### src/rtl/dht11_scheduler.sv
// dht11_scheduler
// Serialises read requests from the command decoder across N_SENSORS DHT11
// drivers. It enforces a minimum gap between read starts on each sensor and
// serves the cached frame while that sensor is cooling down.
// Optional build macro: DHT11_CHECKSUM_EN. When it is defined, the frame
// checksum is validated at capture, and a bad frame is not cached.
//
// state  | meaning
// -------+---------------------------------------------------------------
// IDLE   | req_ready high, waiting for a request
// CHECK  | classify latched address: bad / cached / hold / start
// HOLD   | sensor cooling and no cached frame; wait for its cooldown to end
// START  | dht_start asserted, waiting for the driver to raise busy
// WAIT   | driver busy; capture its frame when busy falls
module dht11_scheduler #(
  parameter int N_SENSORS      = 4,
  parameter int MIN_GAP_CYCLES = 230400,
  parameter int TIMEOUT_CYCLES = 115200
) (
  input  logic                      clock,
  input  logic                      reset,
  input  logic                      req_valid,
  output logic                      req_ready,
  input  logic [7:0]                req_addr,
  output logic                      resp_valid,
  output logic [39:0]               resp_data,
  output logic [1:0]                resp_status,
  output logic [N_SENSORS-1:0]      dht_start,
  input  logic [N_SENSORS-1:0]      dht_busy,
  input  logic [40*N_SENSORS-1:0]   dht_data
);

  localparam int IDXW = (N_SENSORS > 1) ? $clog2(N_SENSORS) : 1;
  localparam int CDW  = $clog2(MIN_GAP_CYCLES + 1);
  localparam int TOW  = $clog2(TIMEOUT_CYCLES + 1);
  localparam logic [CDW-1:0] GAP_LOAD = CDW'(MIN_GAP_CYCLES);
  localparam logic [TOW-1:0] TO_LAST  = TOW'(TIMEOUT_CYCLES - 1);

  localparam logic [1:0] ST_FRESH  = 2'd0;
  localparam logic [1:0] ST_CACHED = 2'd1;
  localparam logic [1:0] ST_ERROR  = 2'd2;
  localparam logic [1:0] ST_BADADR = 2'd3;

  typedef enum logic [2:0] {
    S_IDLE,
    S_CHECK,
    S_HOLD,
    S_START,
    S_WAIT
  } state_t;

  state_t               state;
  logic [7:0]           addr_q;
  logic [IDXW-1:0]      sel;
  logic [CDW-1:0]       cooldown [N_SENSORS];
  logic [39:0]          cache_data [N_SENSORS];
  logic [N_SENSORS-1:0] cache_valid;
  logic [TOW-1:0]       tout;
  logic                 addr_ok;
  logic                 busy_sel;
  logic                 frame_ok;
  logic [39:0]          frame_sel;

  // The full 8-bit address is compared so out-of-range addresses never alias.
  assign sel       = addr_q[IDXW-1:0];
  assign addr_ok   = ({24'd0, addr_q} < 32'(N_SENSORS));
  assign busy_sel  = dht_busy[sel];
  assign frame_sel = dht_data[40*int'(sel) +: 40];

`ifdef DHT11_CHECKSUM_EN
  logic [7:0] cs_sum;

  // Checksum is the byte-wise sum of the four data bytes, modulo 256.
  assign cs_sum   = frame_sel[39:32] + frame_sel[31:24] + frame_sel[23:16] + frame_sel[15:8];
  assign frame_ok = (cs_sum == frame_sel[7:0]);
`else
  assign frame_ok = 1'b1;
`endif

  // Scheduler FSM with registered outputs, per-sensor cooldowns and the frame cache.
  always_ff @(posedge clock or posedge reset) begin
    if (reset) begin
      state       <= S_IDLE;
      req_ready   <= 1'b0;
      resp_valid  <= 1'b0;
      resp_data   <= '0;
      resp_status <= ST_FRESH;
      dht_start   <= '0;
      addr_q      <= '0;
      tout        <= '0;
      cache_valid <= '0;
      for (int i = 0; i < N_SENSORS; i++) begin
        cooldown[i]   <= '0;
        cache_data[i] <= '0;
      end
    end else begin
      resp_valid <= 1'b0;

      // Every cooldown runs down in every state; a start reload below takes priority.
      for (int i = 0; i < N_SENSORS; i++) begin
        if (cooldown[i] != '0) begin
          cooldown[i] <= cooldown[i] - 1'b1;
        end
      end

      case (state)
        S_IDLE: begin
          if (req_valid && req_ready) begin
            addr_q    <= req_addr;
            req_ready <= 1'b0;
            state     <= S_CHECK;
          end else begin
            req_ready <= 1'b1;
          end
        end

        S_CHECK: begin
          if (!addr_ok) begin
            resp_valid  <= 1'b1;
            resp_status <= ST_BADADR;
            resp_data   <= '0;
            req_ready   <= 1'b1;
            state       <= S_IDLE;
          end else if (cooldown[sel] != '0) begin
            if (cache_valid[sel]) begin
              resp_valid  <= 1'b1;
              resp_status <= ST_CACHED;
              resp_data   <= cache_data[sel];
              req_ready   <= 1'b1;
              state       <= S_IDLE;
            end else begin
              state <= S_HOLD;
            end
          end else begin
            dht_start[sel] <= 1'b1;
            cooldown[sel]  <= GAP_LOAD;
            tout           <= '0;
            state          <= S_START;
          end
        end

        S_HOLD: begin
          if (cooldown[sel] == '0) begin
            dht_start[sel] <= 1'b1;
            cooldown[sel]  <= GAP_LOAD;
            tout           <= '0;
            state          <= S_START;
          end
        end

        S_START: begin
          if (tout == TO_LAST) begin
            dht_start   <= '0;
            resp_valid  <= 1'b1;
            resp_status <= ST_ERROR;
            resp_data   <= '0;
            req_ready   <= 1'b1;
            state       <= S_IDLE;
          end else begin
            tout <= tout + 1'b1;
            if (busy_sel) begin
              state <= S_WAIT;
            end
          end
        end

        S_WAIT: begin
          // A completed frame wins over a timeout landing on the same cycle.
          if (!busy_sel) begin
            dht_start  <= '0;
            resp_valid <= 1'b1;
            resp_data  <= frame_sel;
            req_ready  <= 1'b1;
            state      <= S_IDLE;
            if (frame_ok) begin
              resp_status      <= ST_FRESH;
              cache_data[sel]  <= frame_sel;
              cache_valid[sel] <= 1'b1;
            end else begin
              resp_status <= ST_ERROR;
            end
          end else if (tout == TO_LAST) begin
            dht_start   <= '0;
            resp_valid  <= 1'b1;
            resp_status <= ST_ERROR;
            resp_data   <= '0;
            req_ready   <= 1'b1;
            state       <= S_IDLE;
          end else begin
            tout <= tout + 1'b1;
          end
        end

        default: begin
          dht_start <= '0;
          req_ready <= 1'b0;
          state     <= S_IDLE;
        end
      endcase
    end
  end

endmodule

### config.mk
export PLATFORM = sky130hd
export DESIGN_NAME = dht11_scheduler
export DESIGN_NICKNAME = d
export VERILOG_FILES = /design/src/rtl/dht11_scheduler.sv
export SDC_FILE = /design/constraint.sdc
export NUM_CORES = 1
export LEC_CHECK = 0
export ABC_AREA = 0
export ABC_CLOCK_PERIOD_IN_PS = 34300
export CAP_MARGIN = 10
export CORE_MARGIN = 2
export CORE_UTILIZATION = 50
export CTS_BUF_LIST = sky130_fd_sc_hd__clkbuf_16
export DETAILED_ROUTE_END_ITERATION = 12
export HOLD_SLACK_MARGIN = 0.08
export PLACE_DENSITY = 0.74
export SLEW_MARGIN = 20
export SYNTH_ARGS = -nofsm -noshare
export SYNTH_HDL_FRONTEND = slang
export SYNTH_SLANG_ARGS = --single-unit
### constraint.sdc
create_clock -name clock -period 34.3 [get_ports clock]
set_clock_uncertainty 0.2 [all_clocks]
set_input_delay 8.575 -clock clock [delete_from_list [all_inputs] [get_ports clock]]
set_output_delay 8.575 -clock clock [all_outputs]
set_load 0.01 [all_outputs]
== Yosys cells after proc, flatten, opt, wreduce, memory -nomap -nowiden ==
Index checks and enable logic that the tools add are counted.

* Add/sub/neg operators: 5
* Equality and inequality tests: 14
* Divide/modulo/power cells: 0
* Reduce and logical (&&, ||, !) cells: 19
* Bitwise logic cells: 9
* Order comparisons: 5
* Multiply operators: 1
* Muxes and demuxes: 72
* Shifts and indexed selects: 1

{| class="wikitable"
|+ Operator list
! cell !! count
|-
| $mux 40 || 8
|-
| $mux 72 || 3
|-
| $bwmux 160 || 1
|-
| $shiftx 160x9->40 || 1
|-
| $pmux 72 s2 || 1
|-
| $mux 18 || 7
|-
| $pmux 40 s3 || 1
|-
| $reduce_bool 18->1 || 5
|-
| $mux 17 || 5
|-
| $bmux 40 s2 || 1
|-
| $demux 40 s2 || 1
|-
| $sub 18x1->18 const B || 4
|-
| $pmux 17 s4 || 1
|-
| $and 56x56->56 || 1
|-
| $not 56->56 || 1
|-
| $bmux 18 s2 || 1
|-
| $demux 18 s2 || 1
|-
| $mux 3 || 8
|-
| $mux 4 || 5
|-
| $pmux 4 s5 || 1
|-
| $logic_not 18->1 || 1
|-
| $add 17x1->17 const B || 1
|-
| $eq 17x17->1 const B || 1
|-
| $or 16x16->16 || 1
|-
| other kinds (30) || 65
|}

* Latch bits: 0
* Output and inout port bits: 48
* Bits of input ports: 175
* Word-level logic and storage cells: 143
* Register bits after elaboration: 312
* Memories: 0
* RAM bits: 0
* Memory bits (read-only): 0

== Logic depth before layout (Yosys ltp) ==
* Depth after elaboration: 10
* Depth in mapped cells: 9
* Depth with buffers taken out: 8

== Worst setup path after synthesis ==
Ideal clock, no wire load.

* Path type: input to register
* Start: input port dht_busy[3]
* End: register cache_data[129] (netlist bit)
* Data required time: 33975 ps
* Slack: 23657 ps
* Stages on the path: 5
* Arrival: 10319 ps
* Buffers on the path: 1
* Path through: mux4_2 > nand2b_1 > nor3_1 > clkbuf_1 > mux2_2

* Cells in the longest elaborated chain, start to end: 4

{| class="wikitable"
|+ Ends and longest elaborated chain
! element !! RTL line !! text
|-
| start, declared || 29 || <nowiki>input logic [N_SENSORS-1:0] dht_busy,</nowiki>
|-
| $bmux 1 s2 || 67 || <nowiki>assign busy_sel = dht_busy[sel];</nowiki>
|-
| $mux 1 (implied by the code) || 67 ||
|-
| $not 1->1 (no source line) || - ||
|-
| $reduce_and 2->1 (no source line) || - ||
|-
| end signal, assigned by index || 177 || <nowiki>cache_data[sel] <= frame_sel;</nowiki>
|-
| end, declared || 56 || <nowiki>logic [39:0] cache_data [N_SENSORS];</nowiki>
|}

Every way passes these cells. The select of a mux whose other input is x is not followed.
A chain may end at the register's enable or synchronous reset.

== Worst setup path in the final report ==
* Start: input port dht_busy[3]
* End: register resp_data[31]

* Cells in the longest elaborated chain, start to end: 4

{| class="wikitable"
|+ Ends and longest elaborated chain
! element !! RTL line !! text
|-
| $bmux 1 s2 || 67 ||
|-
| $mux 1 (implied by the code) || 67 ||
|-
| $mux 40 || 169 || <nowiki>if (!busy_sel) begin</nowiki>
|-
| $pmux 40 s3 || 106 || <nowiki>case (state)</nowiki>
|-
| end signal, assigned || 128 || <nowiki>resp_data <= cache_data[sel];</nowiki>
|-
| end signal, assigned || 172 || <nowiki>resp_data <= frame_sel;</nowiki>
|-
| end, declared || 26 || <nowiki>output logic [39:0] resp_data,</nowiki>
|}

Every way passes these cells. The select of a mux whose other input is x is not followed.

==> results by group <==
Clock tree
  • Latest clock arrival within the worst-skew pair: 0.52 ns
  • CTS hold repair buffers: 0
  • TritonCTS Sinks: 312
  • Total clock buffers created by CTS: 35
  • Number of buffers inserted by post-CTS setup repair: 0
  • Clock transition at the register clock pins on the worst setup and hold paths after CTS: 0.06 ns
  • Number of levels in the clock H-tree: 2
  • CTS tree: yes
  • CTS root buffer: clkbuf_16
  • Post-cts resize count: 0
  • Longest Clk Path Bufs: 3

Setup path
  • Capture point of the worst reg-to-reg path: resp_data[0]
  • Most Frequent Cell on Critical Path: buf_4
  • Critical path required time: 34.51 ns
  • Signal arrival time at the worst endpoint: ~12 ns
  • Startpoint Class: input port
  • Cell-by-cell listing of the critical path: clkdlybuf4s50_1, mux4_2, nor2_4, buf_4, nor2_1, o211a_1, buf_4, a32o_1
  • Setup slack of the worst register-to-register path: 29.72 ns
  • Longest individual stage delay on the worst path: roughly 0.55 ns
  • Launch point of the worst reg-to-reg path: cooldown[44]
  • Crit path kind: input port to flop
  • Kind of end point of the critical path: flop
  • Maximum fanout count along the critical path: between 40 and 50
  • Depth of the most critical reg-to-reg path: 7
  • Highest-delay cell along the critical path: mux4_2

Logic synthesis
  • Post-synthesis sequential element count: approximately 310
  • Mean instance size in the synthesized netlist: 13.3 µm²
  • Number of flops mapped to enable cells by yosys: 0
  • Dominant cell type by area after synthesis: dfrtp_1
  • Synthesized Nets: 1,378
  • Gate Count Post-Synth: 1,195
  • Proportion of netlist area held by the largest area contributor: 49.3%
  • Biggest area contributors in the synthesized netlist: dfrtp_1, mux2_2, mux4_1
  • Number of distinct library cell variants in the gate-level netlist after synthesis: 61
  • Share of the yosys chip area belonging to registers: 49.3%
  • Post-synth design cell area: around 16,000 µm²
  • Syn. warnings: 0
  • Primary FF master, synth: dfrtp_1
  • Async set-reset flop share out of synthesis: 100%

Finish
  • Number of nets in the finished design: 1,582
  • Antenna Diode Count: 0
  • Layout overhead on the synthesized area: 22.5%
  • Share of cells above drive strength 1: around 22%
  • Fill cells: 2,403

Timing
  • Remaining max-slew budget at the tightest pin: 30.8%
  • Post-Route Setup TNS: 0 ns
  • Number of hold violations in the final report: 0
  • Setup-violating endpoint count in the final report: 0
  • Actual transition at the worst max-transition pin: between 1 and 1.5 ns
  • Pins Over Slew Limit: 0
  • Shortest period the worst path allows: 11.34 ns
  • Fin Hold WS: 0.264 ns
  • RSZ-0062 raised after global routing: false
  • F_max: 88.2 MHz
  • Period utilization: 33.1%

Place
  • Half-perimeter wire length after placement: 22.6 mm
  • Input/output buffers: 222
  • Routability congestion estimate: 0.839

Routing
  • Aggregate routed wire length: 36.9 mm
  • WL/cell: roughly 20 µm
  • Detail Route Antenna Nets: 0
  • Initial DRC Count: 758
  • Via density: just over 6
  • Residual DRC count: 0
  • Length of the first detailed-routing pass in iterations: 5
  • Total vias in the final route: 11.0k

Die
  • Die outline height: around 180 µm
  • Total core area: between 30,000 and 40,000 µm²
  • Number of placement rows: 65
  • Chip Width: 182 µm
  • Overall die area: 33,100 µm²
  • I/O pin total: 223
  • Initial core utilization: 50.5%

Worst hold path
  • Worst hold path depth: 1
  • Start point of the worst hold path: cache_valid[2]
  • Worst-case hold path end point: cache_valid[2]
  • Hold/Removal Path Class: flop to flop

Run
  • Number of maximum-capacitance violations: 0

Power
  • Overall power of the completed layout: between 0.001 and 0.0015 W
  • Ratio of total power to cell area: 73.3 nW/µm²
  • Leakage Power: roughly 8.6 nW
  • Worst voltage drop across the vdd grid: ~0.060 mV

GRT
  • Initial antenna violation count: 0
  • Maximum number of pins on one net before global-route repair: 192
  • Total GRT Usage: approximately 22%
  • Via count of the first global-routing pass: between 10k and 15k
  • Grt ovf: 0
  • First-pass GRT wire length: 59.9 mm

Status
  • Run status: complete, no violations
==> cells in the mapped netlist (5+ instances only) <==
cell / instances
nor2_1: 83
or2_2: 6
mux2_2: 169
ha_1: 8
clkbuf_1: 40
and3_1: 5
dfrtp_1: 312
a22o_1: 10
inv_1: 20
a31oi_1: 10
or4_1: 13
nor3_1: 31
or3_1: 14
buf_1: 7
mux4_1: 54
o21ai_0: 30
buf_6: 6
nand4_1: 9
a21oi_1: 21
o211ai_1: 8
a21o_1: 8
xnor2_1: 30
nand2_1: 54
xor2_1: 20
nand2b_1: 14
nor4_1: 25
a22o_2: 30
a32o_1: 40
nand3_1: 20
mux4_2: 26
clkbuf_8: 17
==> through the flow <==
| step | worst slack [ns] | utilization, % | cell area, µm² | std cells |
|---|---|---|---|---|
| 6_report | 22.96 | 61.8 | 19400 | 1823 |
| 5_1_grt | 22.86 | 61.8 | 19400 | 1823 |
| 4_1_cts | 22.99 | 61.7 | 19400 | 1822 |
| 3_5_place_dp | 22.48 | 58.3 | 18300 | 1763 |
| 3_3_place_gp | 22.52 | 58.3 | 18300 | 1763 |
| 2_1_floorplan | 16.90 | - | 15800 | 1195 |
==> logic make-up after synthesis <==
kind of cell	share of synthesized area (%)
AO/OA/AOI/OAI	8.83
flip-flops	49.3
adder cells (fa/ha/maj)	0.632
multiplexers	25.2
XOR/XNOR	2.76
AND/OR/NAND/NOR	9.81
buffers and inverters	3.55
==> per-layer routing <==
metal	up-vias	global-route usage (%)	wire [µm]	share of wire, %
met3	53	4.05	2200	6.0
met5	-	0	0	0
met4	0	5.42	706	1.9
met2	357	37.6	18000	49
li1	4994	-	-	-
met1	5624	30.7	15900	43
==> area by class of cell <==
| class | count | area (µm²) | share of cell area, % |
|---|---|---|---|
| clock inverters | 24 | 206 | 1.06 |
| repair buffers | 239 | 2380 | 12.3 |
| well taps | 402 | 503 | 2.59 |
| flip-flops and latches | 312 | 7820 | 40.3 |
| inverters | 20 | 82.6 | 0.425 |
| multi-input cells | 791 | 7550 | 38.9 |
| clock buffers | 35 | 876 | 4.51 |
==> worst max path at each step <==
stage	startpoint	endpoint
floorplan	reset	addr_q[0]
global placement	dht_busy[3]	resp_data[36]
detailed placement	dht_busy[3]	resp_data[31]
CTS	dht_busy[3]	resp_data[31]
global route	dht_busy[3]	resp_data[37]
finish	dht_busy[3]	resp_data[31]
==> where the power goes <==
| group | internal [W] | switching (W) | total (W) | leakage (nW) |
|---|---|---|---|---|
| sequential | 0.000493 | 0.000107 | 0.000600 | 4.16 |
| clock | 0.000208 | 0.000147 | 0.000356 | 0.546 |
| combinational | 0.000247 | 0.000220 | 0.000467 | 3.86 |
| total | 0.000948 | 0.000474 | 0.00142 | 8.57 |
==> cells in the final DEF (no fill, tap or decap), types with 13 or more instances in the layout <==
cell type,synthesis,routed
dfrtp_1,312,310
clkdlybuf4s50_1,0,222
mux2_2,169,169
nor2_1,83,79
nand2_1,54,54
mux4_1,54,54
a32o_1,40,40
clkbuf_16,0,35
nor3_1,31,30
xnor2_1,30,30
o21ai_0,30,30
a22o_2,30,30
mux4_2,26,26
inv_1,20,25
nor4_1,25,25
a21oi_1,21,21
xor2_1,20,20
nand3_1,20,19
buf_4,0,15
nand2b_1,14,14
or3_1,14,14
or4_1,13,13
==> worst max-delay path, delay by kind of cell <==
kind                   cells  cell delay, ns
AOI/OAI and AO/OA          2            0.75
muxes                      1            0.55
buffers and inverters      3            1.35
and+or+nand+nor            2            0.28
==> sequential cells by signal (all words and copies together) (netlist names) <==
name,cells
cache_valid,4
cooldown,72
tout,17
addr_q,8
resp_valid,1
resp_data,40
req_ready,1
dht_start,4
state,3
cache_data,160
resp_status,2
Note: power is estimated with default switching activity, not from simulation.
